[src/rtl/uart_proc.sv]
// Sequenced word processor between the UART RX FIFO and TX FIFO: pop one word,
// transform it by the mode captured at pop time, wait for TX room, then push it.
module uart_proc #(
    parameter int DBIT   = 8,   // must be even so the half-swap splits the word cleanly
    parameter int OFFSET = 1,
    parameter int CNT_W  = 16
) (
    input  logic             i_clk,
    input  logic             i_reset,
    input  logic             rx_empty,
    input  logic [DBIT-1:0]  r_data,
    input  logic             tx_full,
    input  logic [1:0]       i_mode,
    input  logic             i_enable,
    output logic             rd_uart,
    output logic             wr_uart,
    output logic [DBIT-1:0]  w_data,
    output logic             o_busy,
    output logic [CNT_W-1:0] o_count,
    output logic [2:0]       dbg_state
);

    // FIFO handshake: rd_uart is a one-cycle pop of the show-ahead head word (only
    // issued after rx_empty=0 was seen in IDLE); wr_uart is a one-cycle push of the
    // stable w_data (only issued after tx_full=0 was seen in PROC or WAIT).

    typedef enum logic [2:0] {
        S_IDLE  = 3'd0,
        S_READ  = 3'd1,
        S_PROC  = 3'd2,
        S_WAIT  = 3'd3,
        S_WRITE = 3'd4
    } state_t;

    localparam logic [1:0] MODE_PASS = 2'b00;
    localparam logic [1:0] MODE_ADD  = 2'b01;
    localparam logic [1:0] MODE_INV  = 2'b10;
    localparam logic [1:0] MODE_SWAP = 2'b11;

    localparam int HALF = DBIT / 2;
    localparam logic [DBIT-1:0] OFFSET_W = DBIT'(OFFSET);

    state_t state;
    state_t state_next;

    logic [DBIT-1:0] operand;
    logic [1:0]      mode;
    logic [DBIT-1:0] result;

    always_ff @(posedge i_clk) begin
        if (i_reset) begin
            state <= S_IDLE;
        end else begin
            state <= state_next;
        end
    end

    always_comb begin
        state_next = state;
        rd_uart    = 1'b0;
        wr_uart    = 1'b0;
        o_busy     = 1'b1;
        unique case (state)
            S_IDLE: begin
                o_busy = 1'b0;
                if (i_enable && !rx_empty) begin
                    state_next = S_READ;
                end
            end
            S_READ: begin
                rd_uart    = 1'b1;
                state_next = S_PROC;
            end
            S_PROC: begin
                state_next = tx_full ? S_WAIT : S_WRITE;
            end
            S_WAIT: begin
                if (!tx_full) begin
                    state_next = S_WRITE;
                end
            end
            S_WRITE: begin
                // The block is the only TX writer, so room seen earlier is still there.
                wr_uart    = 1'b1;
                state_next = S_IDLE;
            end
            default: begin
                o_busy     = 1'b0;
                state_next = S_IDLE;
            end
        endcase
    end

    always_comb begin
        result = operand;
        unique case (mode)
            MODE_PASS: result = operand;
            MODE_ADD:  result = operand + OFFSET_W;
            MODE_INV:  result = ~operand;
            MODE_SWAP: result = {operand[HALF-1:0], operand[DBIT-1:HALF]};
            default:   result = operand;
        endcase
    end

    // Operand and mode are frozen at pop time so later i_mode changes cannot touch the word.
    always_ff @(posedge i_clk) begin
        if (i_reset) begin
            operand <= '0;
            mode    <= MODE_PASS;
            w_data  <= '0;
            o_count <= '0;
        end else begin
            if (state == S_READ) begin
                operand <= r_data;
                mode    <= i_mode;
            end
            if (state == S_PROC) begin
                w_data <= result;
            end
            if (state == S_WRITE) begin
                o_count <= o_count + CNT_W'(1);
            end
        end
    end

    assign dbg_state = state;

endmodule
[config.mk]
export PLATFORM = sky130hd
export DESIGN_NAME = uart_proc
export DESIGN_NICKNAME = d
export VERILOG_FILES = /design/src/rtl/uart_proc.sv
export SDC_FILE = /design/constraint.sdc
export NUM_CORES = 1
export LEC_CHECK = 0
export CORE_ASPECT_RATIO = 1.5
export CORE_MARGIN = 10
export CORE_UTILIZATION = 65
export DETAILED_ROUTE_END_ITERATION = 8
export DONT_BUFFER_PORTS = 1
export PLACE_DENSITY = 0.82
export REMOVE_ABC_BUFFERS = 1
export SLEW_MARGIN = 20
export SYNTH_ARGS = -nofsm -noshare
export SYNTH_HDL_FRONTEND = slang
export SYNTH_SLANG_ARGS = --single-unit
[constraint.sdc]
create_clock -name i_clk -period 3.24 [get_ports i_clk]
set_input_delay 0.648 -clock i_clk [delete_from_list [all_inputs] [get_ports i_clk]]
set_output_delay 0.648 -clock i_clk [all_outputs]
set_load 0.01 [all_outputs]
# After elaboration in Yosys (flattened, before gate mapping)
# Cells that the tools add are included.
word_totals:
  register_bits: 37
  in_bits: 15
classes:
  eq_ne: 9
  n_reduce_logical: 6
  n_bitwise: 1
  n_addsub: 2
  mux: 8
op_table:
  columns: ["operator", "n"]
  rows:
  - ["8-bit case mux with 4 select lines", 1]
  - ["16-bit by 1-bit adder with 16-bit output, second input constant", 1]
  - ["3-bit case mux with 4 select lines", 1]
  - ["3-bit two-way mux", 3]
  - ["8-bit by 1-bit adder with 8-bit output, second input constant", 1]
  - ["8-bit inverter", 1]
  - ["3-bit by 2-bit equality test with 1-bit output, second input constant", 2]
  - ["2-bit equality test, second input constant", 2]
  - ["2-bit != test, second input constant", 2]
  - ["4-bit OR reduction", 1]
  - ["3-bit by 1-bit equality test with 1-bit output, second input constant", 1]
  - ["3-bit equality test, second input constant", 1]
  - ["3-bit zero test", 1]
  - ["1-bit two-way mux", 3]
  - ["2-bit by 1-bit equality test with 1-bit output, second input constant", 1]
  - ["2-bit zero test", 1]
  - ["2-bit AND reduction", 1]
  - ["1-bit logical AND", 1]
  - ["1-bit zero test", 1]

# Depth between registers and ports, before layout
# Gate-level depths: netlist of the first run.
depth:
  ltp_word: 4
  ltp_mapped: 6
  ltp_nobuf: 5

# Least setup slack after synthesis of the first run
# OpenSTA, ideal clock, no wires.
synth_timing:
  kind: "reg-to-output"
  from: "reg state[1], in the netlist dbg_state[1]"
  to: "out rd_uart"
  required_time_ps: 2592
  path_buffers: 1
  setup_slack_ps: 1625
  arrival_ps: 967
  path_stages_with_launch: 4
  cell_sequence: "dfxtp_1 nand2b_1 nor2_1 buf_2"
synth_via:
  elab_chain_cells: 2
synth_lines:
  columns: ["item", "line", "rtl"]
  rows:
  - ["start, declared", "43", "state_t state;"]
  - ["start signal, assigned", "54", "state <= state_next;"]
  - ["3-bit by 1-bit equality test with 1-bit output", "63", "unique case (state)"]
  - ["1-bit two-way mux", "63", null]
  - ["end, declared", "15", "output logic rd_uart,"]
# Every way passes these cells.

# Final worst setup path of the first run
layout_timing:
  from: "reg state[1], in the netlist dbg_state[1]"
  to: "out wr_uart"
layout_via:
  elab_chain_cells: 2
layout_lines:
  columns: ["item", "line", "rtl"]
  rows:
  - ["3-bit equality test", "63", null]
  - ["1-bit two-way mux", "63", null]
  - ["end, declared", "16", "output logic wr_uart,"]
# Every way passes these cells.

==> results.md, run 1 <==
* Outcome: completed
* Share of cell area taken by muxes after synthesis at 6.96%
* Worst min path class: primary input to flop
* Hold-critical path endpoint: w_data[5]
* Gpl congestion at 0.889
* Final cell count without fillers at 251
* Setup Crit Path Kind: flop to output pin
* Depth of the CTS H-tree at 2
* Area share of xor/xnor cells in the synthesized design at 8.73%
* R2r startpoint: mode[1]
* Post-synthesis cell count at 218
* Number of CTS-inserted buffers at 5
* Arrival time reported for the critical path endpoint at 1.28 ns
* Number of nets in the layout at 230
* Starting density of the core at 66.8%
* Setup Buffers After CTS at 0
* Biggest fanout along the worst timing path at 9
* Post-layout total power at 0.000829 W
* Fraction of power consumed by the clock network at 35.1%
* Final Instance Area at 1980 um^2
* Measured slew at the worst slew-check pin at 0.906 ns
* Number of antenna violations at the first check in global routing at 0
* Depth of the worst register-to-register path at 4
* M1 wire length at 1500 um
* Setup repair after global routing missed its margin: no
* Routed wire length at 4080 um
* Number of hold-repair buffers added at the cts stage at 0
* Internal at 0.000633 W
* Clock tree from TritonCTS: built
* Final HPWL from detailed placement at 3130 um
* Required time of the critical path at 2.59 ns
* Via count at 1485
* ANT nets after route at 0
* Clock-pin slew reported for the worst setup and hold paths after clock tree synthesis at 0.07 ns
* Sequential fraction of the synthesis area at 38.9%
* Die outline width at 64.2 um
* Gates resized, CTS repair at 0
* Cell chain of the critical path: nor2_1 -> nand2_1 -> inv_1
* Met3 wirelength from detailed routing at 357 um
* Shortest period the worst path allows at 1.93 ns
* Placed standard-cell area at 1900 um^2
* Switch share at 23.6%
* First-pass GRT wire length at 6760 um
* Reg2reg setup slack at 1.50 ns
* Count of routing violations after the opening detailed-route iteration at 52
* I/O pins at 45
* Util after Layout at 69.3%
* Via/cell ratio at 5.92
* Area share of fa/ha/maj cells after synthesis at 1.31%
* Number of diodes at 0
* Kind of end point of the critical path: output pin
* Yosys Warn Count at 0
* Number of inserted filler cells in the final layout at 241
* Total routing resource utilization after global routing at 14.9%
* Quantity of I/O buffers inserted on ports at 0
* Root buffer selected by CTS: clkbuf_8
* Finish-stage setup viols at 0
* Max Clock Freq at 0.518 GHz
* Fraction of final layout cells with drive strength greater than 1 at 7.08%
* Combinational share of power at 6.1%
* Remaining routing DRC violations at 0
* Placed Cells incl. Taps at 245
* Area enclosed by the die boundary at 5540 um^2
* Total negative slack at 0 ns
* Cell area after synthesis at 1910 um^2
* Power dissipated by switching net loads at 0.000196 W
* Flops & latches, synth at 37
* Routed wirelength normalized by instance count at 16.3 um
* Leakage at 0.693 nW
* Max-slew violation count at 0
* Worst slew slack as a fraction of its limit at 39.5%
* Die height at 86.3 um
* Largest net degree at the start of global routing at 41
* Cell Pwr Density at 420 nW/um^2
* Crit path largest cell delay at 0.41 ns
* Number of sinks driven by the clock tree at 37
* Top layer used by detailed routing: met4
* Syn avg cell area at 8.74 um^2
* Worst-path cell with the longest stage delay: dfxtp_1
* Final number of hold-violating endpoints at 0
* Routed met2 length at 2160 um
* Gr ovfl total at 0
* Compound-Gate Fraction of Synth Area at 12.0%
* Number of global-route vias before repair at 1413
* Number of distinct standard cells referenced by the synthesized netlist at 42
* Most frequent cells in the layout: 37 x dfxtp_1, 32 x nor2_1, 16 x nand2_1
* Number of buffers on the longest clock path at 2
* Pre-Repair DR Iteration Count at 4
* MaxCap Viol Count at 0
* Synth Area in Simple Gates at 28.6%
* Hold path startpoint: i_reset
* VDD IR-drop max at 0.286 mV
* Category of the worst setup path launch point: flop
* Hold Path Stages at 1
* Flop pwr share at 58.8%
* Clock latency on the worst-skew pair at 0.28 ns
* Largest family of logic cells by synthesized area: simple AND/OR/NAND/NOR gates
* Area added between synthesis and finish at 3.68%
* Commonest non-fill, non-tap cell in the layout: dfxtp_1
* Worst clock skew on the final layout at 0.00328 ns
* Core Box Area at 2850 um^2
* Endpoint of the most critical register-to-register path: w_data[5]
* Period utilisation layout at 59.6%
* FP Rows at 24
## per-stage QoR
step	hold slack, ns	setup WS (ns)
global route	0.419	1.18
CTS	0.423	1.28
finish	0.429	1.31
detailed placement	0.509	1.49
global placement	0.501	1.54
floorplan	0.470	1.29
## worst max-delay path by stage
stage                            start     endpoint  slack [ns]  cells after the start
after CTS                 dbg_state[1]      wr_uart        1.28                      3
after floorplan           dbg_state[1]      rd_uart        1.29                      2
after global placement    dbg_state[2]  o_count[13]        1.54                      4
after global routing      dbg_state[1]      wr_uart        1.18                      3
after detailed placement  dbg_state[2]  o_count[13]        1.49                      4
final                     dbg_state[1]      wr_uart        1.31                      3
## synth_stat cells, drive strengths merged
cell type | count | area share [%]
nor2 | 32 | 6.3
buf | 7 | 2.0
nor2b | 5 | 1.6
o41ai | 1 | 0.46
or4 | 1 | 0.39
nor4 | 1 | 1.1
ha | 2 | 1.3
and3 | 4 | 1.3
xor2 | 12 | 5.5
nand4bb | 1 | 1.4
mux2 | 2 | 1.2
nand3 | 10 | 2.6
nand2 | 17 | 3.5
o211ai | 3 | 1.2
xnor2 | 7 | 3.2
clkbuf | 6 | 1.2
mux2i | 11 | 5.8
nor3 | 4 | 1.1
nor4b | 1 | 0.46
and4bb | 1 | 0.85
o22ai | 2 | 0.66
o21bai | 1 | 0.39
inv | 2 | 0.39
and2 | 1 | 0.33
a21oi | 7 | 1.8
a211oi | 4 | 1.6
a21o | 1 | 0.39
dfxtp | 37 | 39
o21ai | 11 | 2.9
and4 | 1 | 0.46
nand4 | 5 | 2.4
nand2b | 6 | 2.0
nand3b | 3 | 1.2
a311oi | 3 | 1.7
o311ai | 2 | 0.92
or3 | 3 | 0.99
nor4bb | 1 | 0.53
## routing by layer
metal,track usage [%],vias up
met5,0,-
met4,5.86,0
li1,-,760
met1,14.5,681
met2,26.5,39
met3,7.11,5
## logic make-up after synthesis
kind of cell,count (synthesis)
adders and majority gates,2
DFF,37
buffers and inverters,15
xor gates and xnor gates,19
AOI/OAI and AO/OA,35
muxes,13
and+or+nand+nor,97
## worst max-delay path, delay by kind of cell, from the launching register on
kind          cells  cell delay [ns]
simple gates      2             0.45
flops             1             0.41
buf+inv           1             0.14
## flip-flops by register name, summed over array words and instances (netlist names)
| signal | count |
|---|---|
| dbg_state | 3 |
| w_data | 8 |
| o_count | 16 |
| operand | 8 |
| mode | 2 |
## area by class of cell
class,instances,area (um^2),area share (%)
timing repair buffer,1,7.51,0.380
clock buffer,5,68.8,3.48
multi-input combinational,166,1100,55.5
inverter,2,7.51,0.380
tap,39,48.8,2.47
clock inverter,1,5.00,0.253
sequential,37,741,37.5
## power by group through the flow
stage	Clock (W)	Sequential (W)	Combinational, W
3_3_place_gp	0	0.000497	0.0000486
4_1_cts	0.000296	0.000488	0.0000508
2_1_floorplan	0	0.000492	0.0000441
5_1_grt	0.000314	0.000490	0.0000565
3_5_place_dp	0	0.000498	0.0000507
6_report	0.000291	0.000488	0.0000504
Note: power is estimated with default switching activity, not from simulation.
==> run 2, diff against run 1 <==
--- a/config.mk
+++ b/config.mk
@@ -7,10 +7,10 @@
 export LEC_CHECK = 0
 export CORE_ASPECT_RATIO = 1.5
 export CORE_MARGIN = 10
-export CORE_UTILIZATION = 65
+export CORE_UTILIZATION = 56
 export DETAILED_ROUTE_END_ITERATION = 8
 export DONT_BUFFER_PORTS = 1
-export PLACE_DENSITY = 0.82
+export PLACE_DENSITY = 0.75
 export REMOVE_ABC_BUFFERS = 1
 export SLEW_MARGIN = 20
 export SYNTH_ARGS = -nofsm -noshare
==> constraint.sdc (replaced) <==
create_clock -name i_clk -period 1.7 [get_ports i_clk]
set_input_delay 0.34 -clock i_clk [delete_from_list [all_inputs] [get_ports i_clk]]
set_output_delay 0.34 -clock i_clk [all_outputs]
set_load 0.01 [all_outputs]
==> results.md, run 2 (synthesis results as in run 1) <==
* Core Box Area at 3220 um^2 (+13%)
* Final HPWL from detailed placement at 3390 um (+8.3%)
* Worst min path class: primary input to flop
* Final Instance Area at 2140 um^2 (+8.4%)
* Outcome: completed
* Required time of the critical path at 1.36 ns (-1.23 ns)
* Routed wirelength normalized by instance count at 16.0 um (-1.6%)
* FP Rows at 25 (+4.2%)
* Worst clock skew on the final layout at 0.00414 ns (+0.000859 ns)
* Power dissipated by switching net loads at 0.000383 W (+96%)
* Setup repair after global routing missed its margin: no
* Placed standard-cell area at 2050 um^2 (+7.8%)
* Pre-Repair DR Iteration Count at 4 (unchanged)
* Count of routing violations after the opening detailed-route iteration at 109 (+110%)
* Measured slew at the worst slew-check pin at 0.368 ns (-0.539 ns)
* Via/cell ratio at 5.69 (-3.8%)
* Depth of the CTS H-tree at 2 (unchanged)
* Util after Layout at 66.5% (-2.8 points)
* Finish-stage setup viols at 0 (unchanged)
* Fraction of final layout cells with drive strength greater than 1 at 15.9% (+8.9 points)
* First-pass GRT wire length at 7220 um (+6.9%)
* Arrival time reported for the critical path endpoint at 1.27 ns (about the same)
* Setup Crit Path Kind: flop to output pin
* MaxCap Viol Count at 0 (unchanged)
* Cell Pwr Density at 754 nW/um^2 (+80%)
* Commonest non-fill, non-tap cell in the layout: dfxtp_1
* Routed wire length at 4350 um (+6.6%)
* Quantity of I/O buffers inserted on ports at 0 (unchanged)
* Gpl congestion at 0.849 (-4.5%)
* Category of the worst setup path launch point: flop
* Number of antenna violations at the first check in global routing at 0 (unchanged)
* Area added between synthesis and finish at 12.4%
* Starting density of the core at 59.1% (-7.7 points)
* Area enclosed by the die boundary at 6180 um^2 (+12%)
* Max Clock Freq at 0.623 GHz
* Setup Buffers After CTS at 0 (unchanged)
* Number of sinks driven by the clock tree at 37 (unchanged)
* Register ranked first by flip-flop count: o_count
* Clock-pin slew reported for the worst setup and hold paths after clock tree synthesis at 0.07 ns (about the same)
* Number of diodes at 0 (unchanged)
* Combinational share of power at 7.7% (+1.6 points)
* I/O pins at 45 (unchanged)
* Final number of hold-violating endpoints at 0 (unchanged)
* Number of global-route vias before repair at 1520 (+7.6%)
* Number of CTS-inserted buffers at 5 (unchanged)
* Number of nets in the layout at 248 (+7.8%)
* Switch share at 23.7% (+0.084 points)
* Gr ovfl total at 0 (unchanged)
* Most frequent cells in the layout: 35 x dfxtp_1, 31 x nor2_1, 17 x buf_4
* Shortest period the worst path allows at 1.61 ns
* Internal at 0.00123 W (+95%)
* Gates resized, CTS repair at 0 (unchanged)
* Clock latency on the worst-skew pair at 0.28 ns (about the same)
* Largest net degree at the start of global routing at 41 (unchanged)
* Flop pwr share at 56.7% (-2.1 points)
* Worst slew slack as a fraction of its limit at 75.5% (+36 points)
* Die height at 91.4 um (+5.9%)
* Remaining routing DRC violations at 0 (unchanged)
* Number of hold-repair buffers added at the cts stage at 0 (unchanged)
* Clock tree from TritonCTS: built
* VDD IR-drop max at 0.558 mV (+95%)
* Root buffer selected by CTS: clkbuf_8
* Biggest fanout along the worst timing path at 11 (+2)
* Kind of end point of the critical path: output pin
* Total routing resource utilization after global routing at 14.8% (-0.12 points)
* Period utilisation layout at 94.5%
* ANT nets after route at 0 (unchanged)
* Leakage at 0.802 nW (+16%)
* Largest registers: o_count x16, operand x8, w_data x8
* Number of flip-flops under the largest register name at 16 (unchanged)
* Number of buffers on the longest clock path at 2 (unchanged)
* Max-slew violation count at 0 (unchanged)
* Via count at 1548 (+4.2%)
* Die outline width at 67.6 um (+5.3%)
* Fraction of power consumed by the clock network at 35.5% (+0.4 points)
-- run 2: final timing paths --
path / cells after the start / slack [ns] / endpoint / from
worst max-delay path: 4 / 0.09 / rd_uart / dbg_state[1]
worst min-delay path: 1 / 0.12 / w_data[5] / i_reset
worst min register to register: 2 / 0.52 / w_data[1] / w_data[1]
worst max register to register: 4 / 0.17 / o_count[15] / dbg_state[0]
-- run 2: worst max-delay path: stages (launching register included) --
cell      delay, ns
dfxtp_1        0.32
buf_4          0.16
nand2b_1       0.16
nor2_1         0.13
buf_6          0.20
-- run 2: routing by layer --
| layer | share of wire (%) | routed length [um] | global-route usage [%] |
|---|---|---|---|
| met1 | 35 | 1520 | 14.0 |
| met2 | 54 | 2340 | 26.4 |
| met3 | 8.8 | 381 | 5.54 |
| met4 | 2.5 | 109 | 7.04 |
| met5 | 0 | 0 | 0 |
-- run 2: final cells by class --
cell class,instances,area (um^2)
well taps,40,50.0
multi-input cells,166,1100
fillers,297,1080
repair buffers,19,159
clock buffers,6,72.6
clock inverters,2,10.0
flip-flops and latches,37,743
inverters,2,7.51
-- run 2: through the flow --
step	total power, W	setup slack, ns	hold slack [ns]	TNS [ns]	std cells
final	0.00162	0.0943	0.118	0	272
after global routing	0.00171	0.00671	0.0974	0	272
after CTS	0.00164	0.0304	0.106	0	272
after detailed placement	0.00106	0.145	0.415	0	264
after global placement	0.00106	0.191	0.413	0	264
after floorplan	0.00102	-0.0216	0.408	-0.187	205
-- run 2: power by group through the flow --
stage | sequential, W | clock [W] | combinational [W]
global route | 0.000920 | 0.000650 | 0.000140
floorplan | 0.000939 | 0 | 0.0000840
global placement | 0.000936 | 0 | 0.000121
detailed placement | 0.000937 | 0 | 0.000124
CTS | 0.000917 | 0.000603 | 0.000125
finish | 0.000917 | 0.000574 | 0.000125
==> run 3, diff against run 2 <==
--- a/config.mk
+++ b/config.mk
@@ -6,11 +6,10 @@
 export NUM_CORES = 1
 export LEC_CHECK = 0
 export CORE_ASPECT_RATIO = 1.5
-export CORE_MARGIN = 10
-export CORE_UTILIZATION = 56
+export CORE_UTILIZATION = 30
 export DETAILED_ROUTE_END_ITERATION = 8
 export DONT_BUFFER_PORTS = 1
-export PLACE_DENSITY = 0.75
+export PLACE_DENSITY = 0.46
 export REMOVE_ABC_BUFFERS = 1
 export SLEW_MARGIN = 20
 export SYNTH_ARGS = -nofsm -noshare
==> results.md, run 3 (synthesis results as in run 1) <==
* Die outline width at 67.1 um (-0.82%)
* Shortest period the worst path allows at 1.60 ns (-0.00321 ns)
* Remaining routing DRC violations at 0 (unchanged)
* Die height at 99.6 um (+8.9%)
* Leakage at 0.853 nW (+6.4%)
* Core Box Area at 6130 um^2 (+90%)
* R2r startpoint: operand[3]
* Number of sinks driven by the clock tree at 37 (unchanged)
* Quantity of I/O buffers inserted on ports at 0 (unchanged)
* Final critical-path setup slack at 0.0975 ns (+0.00321 ns)
* Starting density of the core at 31.1% (-28 points)
* Largest net degree at the start of global routing at 41 (unchanged)
* Max-slew violation count at 0 (unchanged)
* Worst clock skew on the final layout at 0.00584 ns (+0.00170 ns)
* VDD IR-drop max at 0.447 mV (-20%)
* Final number of hold-violating endpoints at 0 (unchanged)
* Number of CTS-inserted buffers at 5 (unchanged)
* Flop pwr share at 49.5% (-7.2 points)
* Depth of the worst register-to-register path at 4 (unchanged)
* Final cell count without fillers at 314 (+15%)
* MaxCap Viol Count at 0 (unchanged)
* Depth of the CTS H-tree at 2 (unchanged)
* Max Clock Freq at 0.624 GHz (+0.20%)
* Final HPWL from detailed placement at 3240 um (-4.4%)
* Arrival time reported for the critical path endpoint at 1.26 ns (about the same)
* FP Rows at 35 (+40%)
* Hold Path Stages at 1 (unchanged)
* Setup Crit Path Kind: flop to output pin
* Util after Layout at 36.9% (-30 points)
* Root buffer selected by CTS: clkbuf_8
* Category of the worst setup path launch point: flop
* Gpl congestion at 0.751 (-12%)
* I/O pins at 45 (unchanged)
* Commonest non-fill, non-tap cell in the layout: dfxtp_1
* Measured slew at the worst slew-check pin at 0.368 ns (+0.0000646 ns)
* Crit path largest cell delay at 0.32 ns (about the same)
* Internal at 0.00143 W (+16%)
* Via/cell ratio at 5.04 (-11%)
* Worst slew slack as a fraction of its limit at 75.5% (about the same)
* Number of nets in the layout at 256 (+3.2%)
* Via count at 1582 (+2.2%)
* Top cell family by delay on the critical path: buffers and inverters
* Number of inserted filler cells in the final layout at 671 (+130%)
* Largest registers: o_count x16, operand x8, w_data x8
* Kind of end point of the critical path: output pin
* Post-Place Setup Slack at 0.162 ns (+0.0171 ns)
* Most frequent cells in the layout: 36 x dfxtp_1, 30 x nor2_1, 25 x buf_4
* Number of diodes at 0 (unchanged)
* Combinational share of power at 7.4% (-0.3 points)
* Outcome: completed
* Routed wire length at 4500 um (+3.3%)
* Endpoint of the most critical register-to-register path: w_data[5]
* Worst-path cell with the longest stage delay: dfxtp_1
* Clock latency on the worst-skew pair at 0.29 ns (about the same)
* Number of buffers on the longest clock path at 2 (unchanged)
* Power dissipated by switching net loads at 0.000412 W (+7.6%)
* Finish-stage setup viols at 0 (unchanged)
* Buf+Inv Stages, Crit Path at 2 (unchanged)
* Reg2reg setup slack at 0.19 ns (+0.02 ns)
* Clock tree from TritonCTS: built
* Cell chain of the critical path: buf_4 -> nand2b_1 -> nor2_2 -> buf_6
* Fraction of final layout cells with drive strength greater than 1 at 18.8% (+2.8 points)
* Required time of the critical path at 1.36 ns (about the same)
* Pre-Repair DR Iteration Count at 4 (unchanged)
* Clock-pin slew reported for the worst setup and hold paths after clock tree synthesis at 0.08 ns (about the same)
* Total routing resource utilization after global routing at 14.4% (-0.42 points)
* Routed wirelength normalized by instance count at 14.3 um (-10%)
* Switch share at 22.3% (-1.4 points)
* Fraction of power consumed by the clock network at 43.1% (+7.6 points)
* Area added between synthesis and finish at 18.8%
* Placed Cells incl. Taps at 304 (+15%)
* Total negative slack at 0 ns (unchanged)
* Gr ovfl total at 0 (unchanged)
* Number of flip-flops under the largest register name at 16 (unchanged)
* Cell Pwr Density at 815 nW/um^2 (+8.0%)
* First-pass GRT wire length at 7300 um (+1.1%)
* Hold path startpoint: i_reset
* ANT nets after route at 0 (unchanged)
* Biggest fanout along the worst timing path at 7 (-4)
* Hold-critical path endpoint: operand[0]
* Count of routing violations after the opening detailed-route iteration at 47 (-57%)
* Number of antenna violations at the first check in global routing at 0 (unchanged)
* Area enclosed by the die boundary at 6680 um^2 (+8.0%)
* Register ranked first by flip-flop count: o_count
* Period utilisation layout at 94.3% (-0.19 points)
* Setup repair after global routing missed its margin: yes
* Worst min path class: primary input to flop
* Number of global-route vias before repair at 1523 (+0.20%)
* Worst hold slack at 0.114 ns (-0.00394 ns)
## run 3: worst max-delay path by stage
stage | startpoint | end | slack, ns | depth (start not counted)
floorplan | dbg_state[1] | mode[1] | -0.02 | 4
global placement | operand[0] | w_data[4] | 0.18 | 5
finish | dbg_state[1] | rd_uart | 0.1 | 4
CTS | dbg_state[1] | rd_uart | 0.07 | 4
global route | dbg_state[0] | wr_uart | -0.004 | 4
detailed placement | operand[0] | w_data[4] | 0.16 | 5
## run 3: per-stage QoR
step / power, W / area, um^2
6_report: 0.00185 / 2260
5_1_grt: 0.00192 / 2260
4_1_cts: 0.00188 / 2240
3_5_place_dp: 0.00107 / 2130
3_3_place_gp: 0.00107 / 2130
2_1_floorplan: 0.00102 / 1850
## run 3: routing by layer
metal	up-vias	track usage (%)	part of all wire (%)
met1	741	14.9	39
met4	0	5.89	1.4
met2	31	26.3	55
li1	804	-	-
met5	-	0	0
met3	6	3.56	3.9
## run 3: final cells by class
| class | count | area (um^2) | share of cell area, % |
|---|---|---|---|
| Multi-Input combinational cell | 166 | 1100 | 48.7 |
| Sequential cell | 37 | 742 | 32.8 |
| Timing Repair Buffer | 27 | 204 | 9.01 |
| Tap cell | 74 | 92.6 | 4.09 |
| Clock buffer | 7 | 86.3 | 3.81 |
| Clock inverter | 1 | 30.0 | 1.33 |
| Inverter | 2 | 7.51 | 0.331 |
## run 3: what timing repair did
action | CTS | global route
gates resized for setup | 1 | 4
pin swaps | 0 | 1
endpoints found under the hold margin | 0 | 0
setup endpoints to repair | 1 | 3
cloned | 0 | 1
setup buffers | 0 | 1
hold buffers | 0 | 0
## run 3: power groups by stage
stage | logic, W | registers [W] | clock network, W
3_3_place_gp | 0.000130 | 0.000935 | 0
2_1_floorplan | 0.0000840 | 0.000939 | 0
3_5_place_dp | 0.000130 | 0.000935 | 0
5_1_grt | 0.000152 | 0.000918 | 0.000853
4_1_cts | 0.000132 | 0.000914 | 0.000831
6_report | 0.000136 | 0.000914 | 0.000795
